--- config.mk ---
export PLATFORM = sky130hd
export DESIGN_NAME = heavy_part_table_compare3
export DESIGN_NICKNAME = d
export VERILOG_FILES = /design/src/rtl/heavy_part_table_compare3.sv
export SDC_FILE = /design/constraint.sdc
export NUM_CORES = 2
export LEC_CHECK = 0
export ABC_AREA = 1
export CORE_MARGIN = 5
export CORE_UTILIZATION = 60
export CTS_CLUSTER_DIAMETER = 120
export DETAILED_ROUTE_END_ITERATION = 6
export PLACE_DENSITY = 0.8
export SLEW_MARGIN = 20
export SYNTH_ARGS = -nofsm -noshare
export SYNTH_HDL_FRONTEND = slang
export SYNTH_SLANG_ARGS = --single-unit
--- constraint.sdc ---
create_clock -name clk -period 15.05 [get_ports clk]
set_input_delay 3.01 -clock clk [delete_from_list [all_inputs] [get_ports clk]]
set_output_delay 3.01 -clock clk [all_outputs]
set_load 0.05 [all_outputs]
--- src/rtl/heavy_part_table_compare3.sv ---
// Bucket-3 heavy-part compare/update stage: pairs a record with its RAM3 bucket, applies the
// Elastic vote/evict rule, writes the bucket back and queues mismatching flows for the light part.
module heavy_part_table_compare3 #(
  parameter int RD_LAT       = 2,
  parameter int LAMBDA_SHIFT = 3,
  parameter int EV_DEPTH     = 16
) (
  input  logic         clk,
  input  logic         reset,
  input  logic         ip_addr_in_wr,
  input  logic [127:0] ip_addr_in,
  output logic         ip_addr_in_alf,
  input  logic [95:0]  ram_q_in,
  output logic         ram_wren,
  output logic [11:0]  ram_wraddr,
  output logic [95:0]  ram_wrdata,
  output logic         light_out_wr,
  output logic [63:0]  light_out,
  input  logic         light_out_alf,
  output logic [31:0]  drop_cnt
);

  // state  | meaning
  // INIT_S | zero-fill sweep of all 4096 buckets, inputs ignored
  // RUN_S  | per-record bucket compare and write-back
  typedef enum logic {INIT_S = 1'b0, RUN_S = 1'b1} state_t;

  localparam int AW   = $clog2(EV_DEPTH);
  localparam int CW   = AW + 1;
  localparam int CMPW = 33 + LAMBDA_SHIFT;

  state_t       state, state_nxt;
  logic [11:0]  init_addr;

  logic [RD_LAT-1:0] rec_vld;
  logic [31:0]       rec_ip  [RD_LAT];
  logic [31:0]       rec_val [RD_LAT];

  logic [RD_LAT-1:0] hist_vld;
  logic [11:0]       hist_addr [RD_LAT];
  logic [95:0]       hist_data [RD_LAT];

  logic [31:0] cur_ip, cur_val;
  logic [11:0] cur_addr;
  logic [95:0] bucket;
  logic [31:0] b_key, b_pos;
  logic        b_flag;
  logic [30:0] b_neg;
  logic [32:0] sum_pos, sum_neg;
  logic [31:0] pos_sat;
  logic [30:0] neg_sat;
  logic        evict;

  logic        wr_en_d, push_d;
  logic [11:0] wr_addr_d;
  logic [95:0] wr_data_d;
  logic [63:0] push_rec_d;
  logic        push_vld;
  logic [63:0] push_rec;

  logic [63:0]   fifo_mem [EV_DEPTH];
  logic [AW-1:0] wr_ptr, rd_ptr;
  logic [CW-1:0] fifo_cnt;
  logic          fifo_full, fifo_empty, pop, push_ok;

  logic unused_bits;
  assign unused_bits = ^ip_addr_in[127:64];

  always_ff @(posedge clk or negedge reset) begin
    if (!reset) state <= INIT_S;
    else        state <= state_nxt;
  end

  always_comb begin
    state_nxt = state;
    if (state == INIT_S && init_addr == 12'hFFF) state_nxt = RUN_S;
  end

  always_ff @(posedge clk or negedge reset) begin
    if (!reset)                init_addr <= '0;
    else if (state == INIT_S)  init_addr <= init_addr + 12'd1;
  end

  always_ff @(posedge clk or negedge reset) begin
    if (!reset) begin
      rec_vld <= '0;
      for (int i = 0; i < RD_LAT; i++) begin
        rec_ip[i]  <= '0;
        rec_val[i] <= '0;
      end
    end else begin
      rec_vld[0] <= ip_addr_in_wr && (state == RUN_S);
      rec_ip[0]  <= ip_addr_in[63:32];
      rec_val[0] <= ip_addr_in[31:0];
      for (int i = 1; i < RD_LAT; i++) begin
        rec_vld[i] <= rec_vld[i-1];
        rec_ip[i]  <= rec_ip[i-1];
        rec_val[i] <= rec_val[i-1];
      end
    end
  end

  assign cur_ip   = rec_ip[RD_LAT-1];
  assign cur_val  = rec_val[RD_LAT-1];
  assign cur_addr = cur_ip[23:12];

  // Writes issued after the read was launched are invisible in ram_q_in; newest matching write wins.
  always_comb begin
    bucket = ram_q_in;
    for (int i = RD_LAT - 1; i >= 0; i--) begin
      if (hist_vld[i] && hist_addr[i] == cur_addr) bucket = hist_data[i];
    end
    if (ram_wren && ram_wraddr == cur_addr) bucket = ram_wrdata;
  end

  assign b_key   = bucket[95:64];
  assign b_pos   = bucket[63:32];
  assign b_flag  = bucket[31];
  assign b_neg   = bucket[30:0];
  assign sum_pos = {1'b0, b_pos} + {1'b0, cur_val};
  assign sum_neg = {2'b00, b_neg} + {1'b0, cur_val};
  assign pos_sat = sum_pos[32] ? '1 : sum_pos[31:0];
  assign neg_sat = (sum_neg[32:31] != 2'b00) ? '1 : sum_neg[30:0];
  assign evict   = CMPW'(neg_sat) >= (CMPW'(b_pos) << LAMBDA_SHIFT);

  always_comb begin
    wr_en_d    = 1'b0;
    wr_addr_d  = cur_addr;
    wr_data_d  = bucket;
    push_d     = 1'b0;
    push_rec_d = {b_key, b_pos};
    if (state == INIT_S) begin
      wr_en_d   = 1'b1;
      wr_addr_d = init_addr;
      wr_data_d = '0;
    end else if (rec_vld[RD_LAT-1]) begin
      wr_en_d = 1'b1;
      if (b_pos == '0) begin
        wr_data_d = {cur_ip, cur_val, 1'b0, 31'd0};
      end else if (b_key == cur_ip) begin
        wr_data_d = {b_key, pos_sat, b_flag, b_neg};
      end else if (evict) begin
        wr_data_d  = {cur_ip, cur_val, 1'b1, 31'd0};
        push_d     = 1'b1;
        push_rec_d = {b_key, b_pos};
      end else begin
        wr_data_d  = {b_key, b_pos, b_flag, neg_sat};
        push_d     = 1'b1;
        push_rec_d = {cur_ip, cur_val};
      end
    end
  end

  always_ff @(posedge clk or negedge reset) begin
    if (!reset) begin
      ram_wren   <= 1'b0;
      ram_wraddr <= '0;
      ram_wrdata <= '0;
      push_vld   <= 1'b0;
      push_rec   <= '0;
      hist_vld   <= '0;
      for (int i = 0; i < RD_LAT; i++) begin
        hist_addr[i] <= '0;
        hist_data[i] <= '0;
      end
    end else begin
      ram_wren     <= wr_en_d;
      ram_wraddr   <= wr_addr_d;
      ram_wrdata   <= wr_data_d;
      push_vld     <= push_d;
      push_rec     <= push_rec_d;
      hist_vld[0]  <= ram_wren;
      hist_addr[0] <= ram_wraddr;
      hist_data[0] <= ram_wrdata;
      for (int i = 1; i < RD_LAT; i++) begin
        hist_vld[i]  <= hist_vld[i-1];
        hist_addr[i] <= hist_addr[i-1];
        hist_data[i] <= hist_data[i-1];
      end
    end
  end

  assign fifo_full  = (fifo_cnt == CW'(EV_DEPTH));
  assign fifo_empty = (fifo_cnt == '0);
  assign pop        = !fifo_empty && !light_out_alf;
  assign push_ok    = push_vld && (!fifo_full || pop);

  always_ff @(posedge clk) begin
    if (push_ok) fifo_mem[wr_ptr] <= push_rec;
  end

  always_ff @(posedge clk or negedge reset) begin
    if (!reset) begin
      wr_ptr         <= '0;
      rd_ptr         <= '0;
      fifo_cnt       <= '0;
      light_out_wr   <= 1'b0;
      light_out      <= '0;
      drop_cnt       <= '0;
      ip_addr_in_alf <= 1'b1;
    end else begin
      if (push_ok) wr_ptr <= wr_ptr + 1'b1;
      if (pop) begin
        rd_ptr    <= rd_ptr + 1'b1;
        light_out <= fifo_mem[rd_ptr];
      end
      light_out_wr <= pop;
      if (push_ok && !pop)      fifo_cnt <= fifo_cnt + 1'b1;
      else if (!push_ok && pop) fifo_cnt <= fifo_cnt - 1'b1;
      if (push_vld && !push_ok && drop_cnt != '1) drop_cnt <= drop_cnt + 32'd1;
      ip_addr_in_alf <= (state != RUN_S) || ((EV_DEPTH - int'(fifo_cnt)) <= RD_LAT + 4);
    end
  end

endmodule

Yosys cells after proc, flatten, opt, wreduce, memory -nomap -nowiden. Memory sizes are Yosys's and may differ from the RTL's. A register that Yosys moved wholly into a read port is not among the register bits. Cells that the tools add are included.

Add/subtract/negate cells: 9. Order comparisons: 2. Eq/ne operators: 7. Muxes and demuxes: 26. Bitwise gates (word level): 1. Reductions and logical operators: 23.

Operators with widths (count): $mux W96 (8); $mux W64 (5); $eq A12 B12 Y1 (3); $ge A31 B35 Y1 (1); $add A31 B32 Y33 (1); $add A32 B32 Y33 (1); $add A32 B1 Y32 const B (1); $eq A32 B32 Y1 (1); $logic_not A32 Y1 (1); $mux W32 (1); $ne A32 B32 Y1 const B (1); $mux W31 (1); $add A12 B1 Y12 const B (1); $eq A12 B12 Y1 const B (1); $mux W12 (1); $logic_and A1 B1 Y1 (11); $mux W5 (2); $add A4 B1 Y4 const B (2); $mux W1 (8); $le A6 B4 Y1 const B (1); $logic_not A1 Y1 (6); $sub A5 B5 Y6 const A (1); $add A5 B1 Y5 const B (1); $eq A5 B5 Y1 const B (1); other kinds (5) (7).

Register bits: 582. Memory bits (writable): 1024. Input bits: 228. Output and inout port bits: 207. Word-level logic and storage cells: 92. Memories: 1.

Memory list: fifo_mem (depth 16, bits a word 64, read ports 1, clocked after memory_dff 1, write ports 1, RTL line 61) `logic [63:0] fifo_mem [EV_DEPTH];`.

Depth between registers and ports, before layout.
Depth after elaboration: 14. Gate-level depth with buffers: 48. Mapped depth without buffers: 43.

Worst setup path after synthesis. No wires, ideal clock.

Kind: input port to flip-flop. From: input ram_q_in[0]. To: register ram_wrdata[16]. Setup time: 0.077 ns. Arrival: 7.327 ns. Data required time: 14.973 ns. Setup slack: 7.646 ns. Cell stages on the path: 30. Buffers on the path: 4. Path through: nor2_1 -> o21ai_0 -> o21ai_0 -> a21oi_1 -> ha_1 -> fa_1 -> a21oi_1 -> o21ai_0 -> nand2_1 -> nand2_1 -> a21oi_1 -> nand2_1 -> inv_1 -> clkbuf_1 -> nand3_1 -> ha_1 -> a21oi_1 -> o21ai_0 -> a21oi_1 -> o21ai_0 -> nand2_1 -> nand3_1 -> a21oi_1 -> nand2_1 -> nand2_1 -> buf_2 -> buf_2 -> clkbuf_1 -> nand4_1 -> a21oi_1.

Longest elaborated chain between the ends: 12.

RTL lines: start, declared (RTL line 13) `input logic [95:0] ram_q_in,`; $mux W96 * (2 in a row) (RTL line 111) `if (hist_vld[i] && hist_addr[i] == cur_addr) bucket = hist_data[i];`; $mux W96 * (RTL line 113) `if (ram_wren && ram_wraddr == cur_addr) bucket = ram_wrdata;`; $add A31 B32 Y33 * (RTL line 121) `assign sum_neg = {2'b00, b_neg} + {1'b0, cur_val};`; $reduce_bool A2 Y1 (RTL line 123) `assign neg_sat = (sum_neg[32:31] != 2'b00) ? '1 : sum_neg[30:0];`; $mux W31 * (RTL line 123); $ge A31 B35 Y1 (RTL line 124) `assign evict = CMPW'(neg_sat) >= (CMPW'(b_pos) << LAMBDA_SHIFT);`; $mux W96 * (RTL line 142) `end else if (evict) begin`; $mux W96 * (RTL line 140) `end else if (b_key == cur_ip) begin`; $mux W96 * (RTL line 138) `if (b_pos == '0) begin`; $mux W96 * (RTL line 136) `end else if (rec_vld[RD_LAT-1]) begin`; $mux W96 * (RTL line 132) `if (state == INIT_S) begin`; named net wr_data_d[16] (RTL line 56) `logic [95:0] wr_data_d;`; end signal, assigned (RTL line 169) `ram_wrdata <= wr_data_d;`; end, declared (RTL line 16) `output logic [95:0] ram_wrdata,`.

Mark *: on every way through the listed nets, which the timed path passes. The rest lies on a longest branch. A chain may end at the register's enable or synchronous reset.

Final worst setup path.
From: input ram_q_in[3]. To: register push_rec[58].

Longest elaborated chain between the ends: 12.

RTL lines: $mux W96 * (2 in a row) (RTL line 111); $mux W96 * (RTL line 113); $add A31 B32 Y33 * (RTL line 121); $reduce_bool A2 Y1 (RTL line 123); $mux W31 * (RTL line 123); $ge A31 B35 Y1 * (RTL line 124); $mux W64 * (RTL line 142); $mux W64 * (RTL line 140); $mux W64 * (RTL line 138); $mux W64 * (RTL line 136); $mux W64 * (RTL line 132); named net push_rec_d[58] (RTL line 57) `logic [63:0] push_rec_d;`; end signal, assigned (RTL line 171) `push_rec <= push_rec_d;`; end, declared (RTL line 59) `logic [63:0] push_rec;`.

Marks and branches as above.

==> report_table.html <==
<table>
<tr><th>Metric</th><th>Value</th></tr>
<tr><th colspan="2">Final layout</th></tr>
<tr><td>Finished layout cell area</td><td>0.0814 mm²</td></tr>
<tr><td>Non-filler cells, final</td><td>8,620</td></tr>
<tr><td>Leading cell types in the layout, fill and taps excluded</td><td>1,330 x sky130_fd_sc_hd__nand2_1, 1,024 x sky130_fd_sc_hd__edfxtp_1, 884 x sky130_fd_sc_hd__nor2_1</td></tr>
<tr><td>Layout cells sized above 1</td><td>5.93%</td></tr>
<tr><td>Commonest non-fill, non-tap cell in the layout</td><td>sky130_fd_sc_hd__nand2_1</td></tr>
<tr><td>Fin util</td><td>69.1%</td></tr>
<tr><td>Layout Nets</td><td>7,280</td></tr>
<tr><td>Area growth, synth to finish</td><td>14.4%</td></tr>
<tr><th colspan="2">Place</th></tr>
<tr><td>Count of buffers inserted at the top-level ports</td><td>370</td></tr>
<tr><td>Placed Cells incl. Taps</td><td>8,314</td></tr>
<tr><td>Detailed placement HPWL</td><td>118 mm</td></tr>
<tr><td>GPL Wtd Cong</td><td>0.956</td></tr>
<tr><td>Post-Place Cell Area</td><td>0.0760 mm²</td></tr>
<tr><th colspan="2">Route</th></tr>
<tr><td>Post-detailed-route via-to-cell ratio</td><td>6.22</td></tr>
<tr><td>Initial DRC count</td><td>7,205</td></tr>
<tr><td>Routed vias</td><td>53,600</td></tr>
<tr><td>Number of nets still failing antenna checks after routing</td><td>0</td></tr>
<tr><td>Router iterations before antenna repair</td><td>6</td></tr>
<tr><td>Total Wirelength</td><td>205 mm</td></tr>
<tr><td>Wire per inst</td><td>23.8 µm</td></tr>
<tr><td>Drc violations</td><td>0</td></tr>
<tr><th colspan="2">GRT</th></tr>
<tr><td>Met3 Usage GRT</td><td>6.91%</td></tr>
<tr><td>M1 GR Usage</td><td>43.4%</td></tr>
<tr><td>Top Usage Layer GRT</td><td>met2</td></tr>
<tr><td>Overall track demand over capacity in global routing</td><td>32.0%</td></tr>
<tr><td>Via count of the first global-routing pass</td><td>52,600</td></tr>
<tr><td>Met2 Usage GRT</td><td>50.9%</td></tr>
<tr><td>Initial antenna violation count</td><td>11</td></tr>
<tr><td>Overflow left after global routing</td><td>0</td></tr>
<tr><td>Global-route wire length before repair</td><td>308 mm</td></tr>
<tr><td>Pin count of the biggest net entering global routing</td><td>270</td></tr>
<tr><th colspan="2">Power</th></tr>
<tr><td>Power per unit of standard cell area</td><td>153 mW/mm²</td></tr>
<tr><td>Worst supply voltage drop on vdd</td><td>0.186 mV</td></tr>
<tr><td>Leakage power</td><td>32.9 nW</td></tr>
<tr><th colspan="2">Clock tree</th></tr>
<tr><td>Number of clock buffers inserted by TritonCTS</td><td>163</td></tr>
<tr><td>Root buffer selected by CTS</td><td>sky130_fd_sc_hd__clkbuf_16</td></tr>
<tr><td>Worst-Skew Late Latency</td><td>0.80 ns</td></tr>
<tr><td>Buffers inserted during post-CTS setup optimization</td><td>0</td></tr>
<tr><td>Count of clock tree sinks</td><td>1,670</td></tr>
<tr><td>H-tree levels</td><td>4</td></tr>
<tr><td>Maximum clock insertion buffer count</td><td>3</td></tr>
<tr><td>Worst-path clk slew</td><td>0.06 ns</td></tr>
<tr><td>Post-CTS resize count</td><td>0</td></tr>
<tr><td>Clock tree from TritonCTS</td><td>done</td></tr>
<tr><td>Post-CTS Hold Fix Bufs</td><td>0</td></tr>
<tr><th colspan="2">Floorplanning</th></tr>
<tr><td>Height of the die</td><td>354 µm</td></tr>
<tr><td>Placement row count</td><td>126</td></tr>
<tr><td>Initial standard-cell utilization of the core</td><td>60.4%</td></tr>
<tr><td>Area of the core</td><td>0.118 mm²</td></tr>
<tr><td>Die Wd</td><td>354 µm</td></tr>
<tr><td>Io pins</td><td>435</td></tr>
<tr><td>Die Outline Area</td><td>0.126 mm²</td></tr>
<tr><th colspan="2">Yosys</th></tr>
<tr><td>Distinct cell type count of the synthesized netlist</td><td>49</td></tr>
<tr><td>Dominant cell type by area after synthesis</td><td>sky130_fd_sc_hd__edfxtp_1</td></tr>
<tr><td>Total nets after synthesis</td><td>7,054</td></tr>
<tr><td>Area share of the largest cell type after synthesis</td><td>43.2%</td></tr>
<tr><td>Ys flop type</td><td>sky130_fd_sc_hd__edfxtp_1</td></tr>
<tr><td>Warning count from the yosys run</td><td>0</td></tr>
<tr><td>Number of enable-type register cells in the synthesized netlist</td><td>1,024</td></tr>
<tr><td>Async set-reset flop share out of synthesis</td><td>38.7%</td></tr>
<tr><td>Main area contributors after synthesis</td><td>sky130_fd_sc_hd__edfxtp_1 43%, sky130_fd_sc_hd__dfrtp_1 23%, sky130_fd_sc_hd__nand2_1 7.0%</td></tr>
<tr><td>Number of storage elements in the synthesis netlist</td><td>1,670</td></tr>
<tr><td>Mean cell area of the mapped netlist</td><td>10.6 µm²</td></tr>
<tr><td>Number of cells produced by synthesis</td><td>6,717</td></tr>
<tr><td>Post-synthesis instance area</td><td>0.0712 mm²</td></tr>
<tr><td>Sequential-to-total area share from yosys stat</td><td>65.9%</td></tr>
<tr><th colspan="2">Setup path</th></tr>
<tr><td>Worst EP arrival</td><td>11.93 ns</td></tr>
<tr><td>Maximum fanout count along the critical path</td><td>71</td></tr>
<tr><td>Endpoint kind of the worst setup timing path</td><td>flop</td></tr>
<tr><td>Crit path largest cell delay</td><td>0.90 ns</td></tr>
<tr><td>Cell type of the slowest stage on the worst timing path</td><td>sky130_fd_sc_hd__nand3_4</td></tr>
<tr><td>Dominant cell type by count on the critical path</td><td>sky130_fd_sc_hd__nand2_1</td></tr>
<tr><td>CP required</td><td>15.66 ns</td></tr>
<tr><td>Category of the critical setup timing path</td><td>input port to flop</td></tr>
<tr><td>Critical path launch point type</td><td>input port</td></tr>
<tr><th colspan="2">Timing</th></tr>
<tr><td>Max Transition Viols Final</td><td>0</td></tr>
<tr><td>Tcrit/Tclk final</td><td>75.3%</td></tr>
<tr><td>Transition time at the pin with the least slew margin</td><td>1.26 ns</td></tr>
<tr><td>Final number of hold-violating endpoints</td><td>0</td></tr>
<tr><td>Sum Neg Setup Slack</td><td>0 ns</td></tr>
<tr><td>Period minus WS final</td><td>11.33 ns</td></tr>
<tr><td>Unrepaired setup endpoints after global routing</td><td>false</td></tr>
<tr><td>Max frequency</td><td>0.0883 GHz</td></tr>
<tr><td>Final setup violation count</td><td>0</td></tr>
<tr><td>Max-Slew Margin vs Limit</td><td>15.9%</td></tr>
<tr><td>Clock tree skew after final layout</td><td>0.0350 ns</td></tr>
<tr><th colspan="2">Run</th></tr>
<tr><td>Max-capacitance violation count</td><td>0</td></tr>
<tr><th colspan="2">Hold path</th></tr>
<tr><td>Type of the tightest min-delay check</td><td>flop to flop</td></tr>
<tr><th colspan="2">Outcome</th></tr>
<tr><td>Result of the run</td><td>finished clean</td></tr>
</table>
-- final cells by class --
type,instances,area [µm²]
sequential,1670,46900
fill,8201,36500
multi-input combinational,4341,21600
clock buffer,233,4550
timing repair buffer,442,4290
tap,1536,1920
inverter,325,1240
clock inverter,71,920
antenna,2,5.00
-- flip-flops by register name, summed over array words and instances, names as in the netlist, 12 cells and up --
name / count
push_rec: 64
ram_wrdata: 96
rec_val: 32
hist_addr: 24
light_out: 64
ram_wraddr: 12
rec_ip: 32
init_addr: 12
drop_cnt: 32
cur_val: 32
hist_data: 192
fifo_mem: 1024
cur_ip: 32
-- cells by family after synthesis --
family / count (synthesis) / share of synthesized area [%]
AND/OR/NAND/NOR: 2807 / 16.1
flip-flops: 1670 / 65.9
adder cells (fa/ha/maj): 109 / 1.95
AO/OA/AOI/OAI: 1326 / 10.8
buffers and inverters: 706 / 4.00
XOR/XNOR: 99 / 1.22
-- worst paths after layout --
kind                             start              to  slack, ns  cells after the start
setup reg to reg            cur_ip[19]    push_rec[58]       3.89                     34
max in group asynchronous        reset      cur_ip[30]      10.56                      3
hold / removal              rec_ip[55]      cur_ip[23]       0.34                      0
hold reg to reg             rec_ip[55]      cur_ip[23]       0.34                      0
min in group asynchronous        reset  hist_data[120]       2.20                      1
setup / recovery           ram_q_in[3]    push_rec[58]       3.72                     29
-- power breakdown --
part | switching (mW) | leakage, nW | internal, mW
sequential | 0.194 | 17.5 | 5.00
clock | 1.79 | 2.66 | 2.35
combinational | 2.20 | 12.8 | 0.924
total | 4.19 | 32.9 | 8.28
-- per-layer routing --
metal,up-vias,share of wire [%],wire (µm)
met3,556,12,24100
met5,-,0.0054,11
met2,3416,47,96500
met1,25800,37,76400
met4,2,4.1,8390
li1,23800,-,-
-- stage by stage --
| step | hold WS, ns | setup WS [ns] | power, mW |
|---|---|---|---|
| 2_1_floorplan | 0.331 | 7.65 | 7.29 |
| 3_3_place_gp | 0.332 | 3.40 | 8.21 |
| 3_5_place_dp | 0.335 | 3.33 | 8.32 |
| 4_1_cts | 0.347 | 4.07 | 12.4 |
| 5_1_grt | 0.349 | 3.27 | 13.0 |
| 6_report | 0.344 | 3.72 | 12.5 |
-- cells in the mapped netlist, drive strengths merged (2+ instances only) --
cell,n
ha,106
o22ai,61
a31oi,72
nor3,27
o211ai,5
clkbuf,272
a21boi,6
inv,324
xnor2,36
o21ai,784
nor4,11
xor2,63
o21bai,12
nand4,56
dfrtp,645
nand2,1337
fa,3
nand3b,14
nor2,911
nand3,401
or2,49
a21o,14
edfxtp,1024
buf,109
a21oi,164
o221ai,197
a31o,2
o21a,3
-- critical path: cells and delay by family --
family | cells | cell delay [ns]
buffers and inverters | 4 | 2.18
AOI/OAI and AO/OA | 9 | 1.87
and+or+nand+nor | 14 | 4.04
adders and majority gates | 2 | 0.72
No activity file was read; power rests on OpenSTA's default activity.
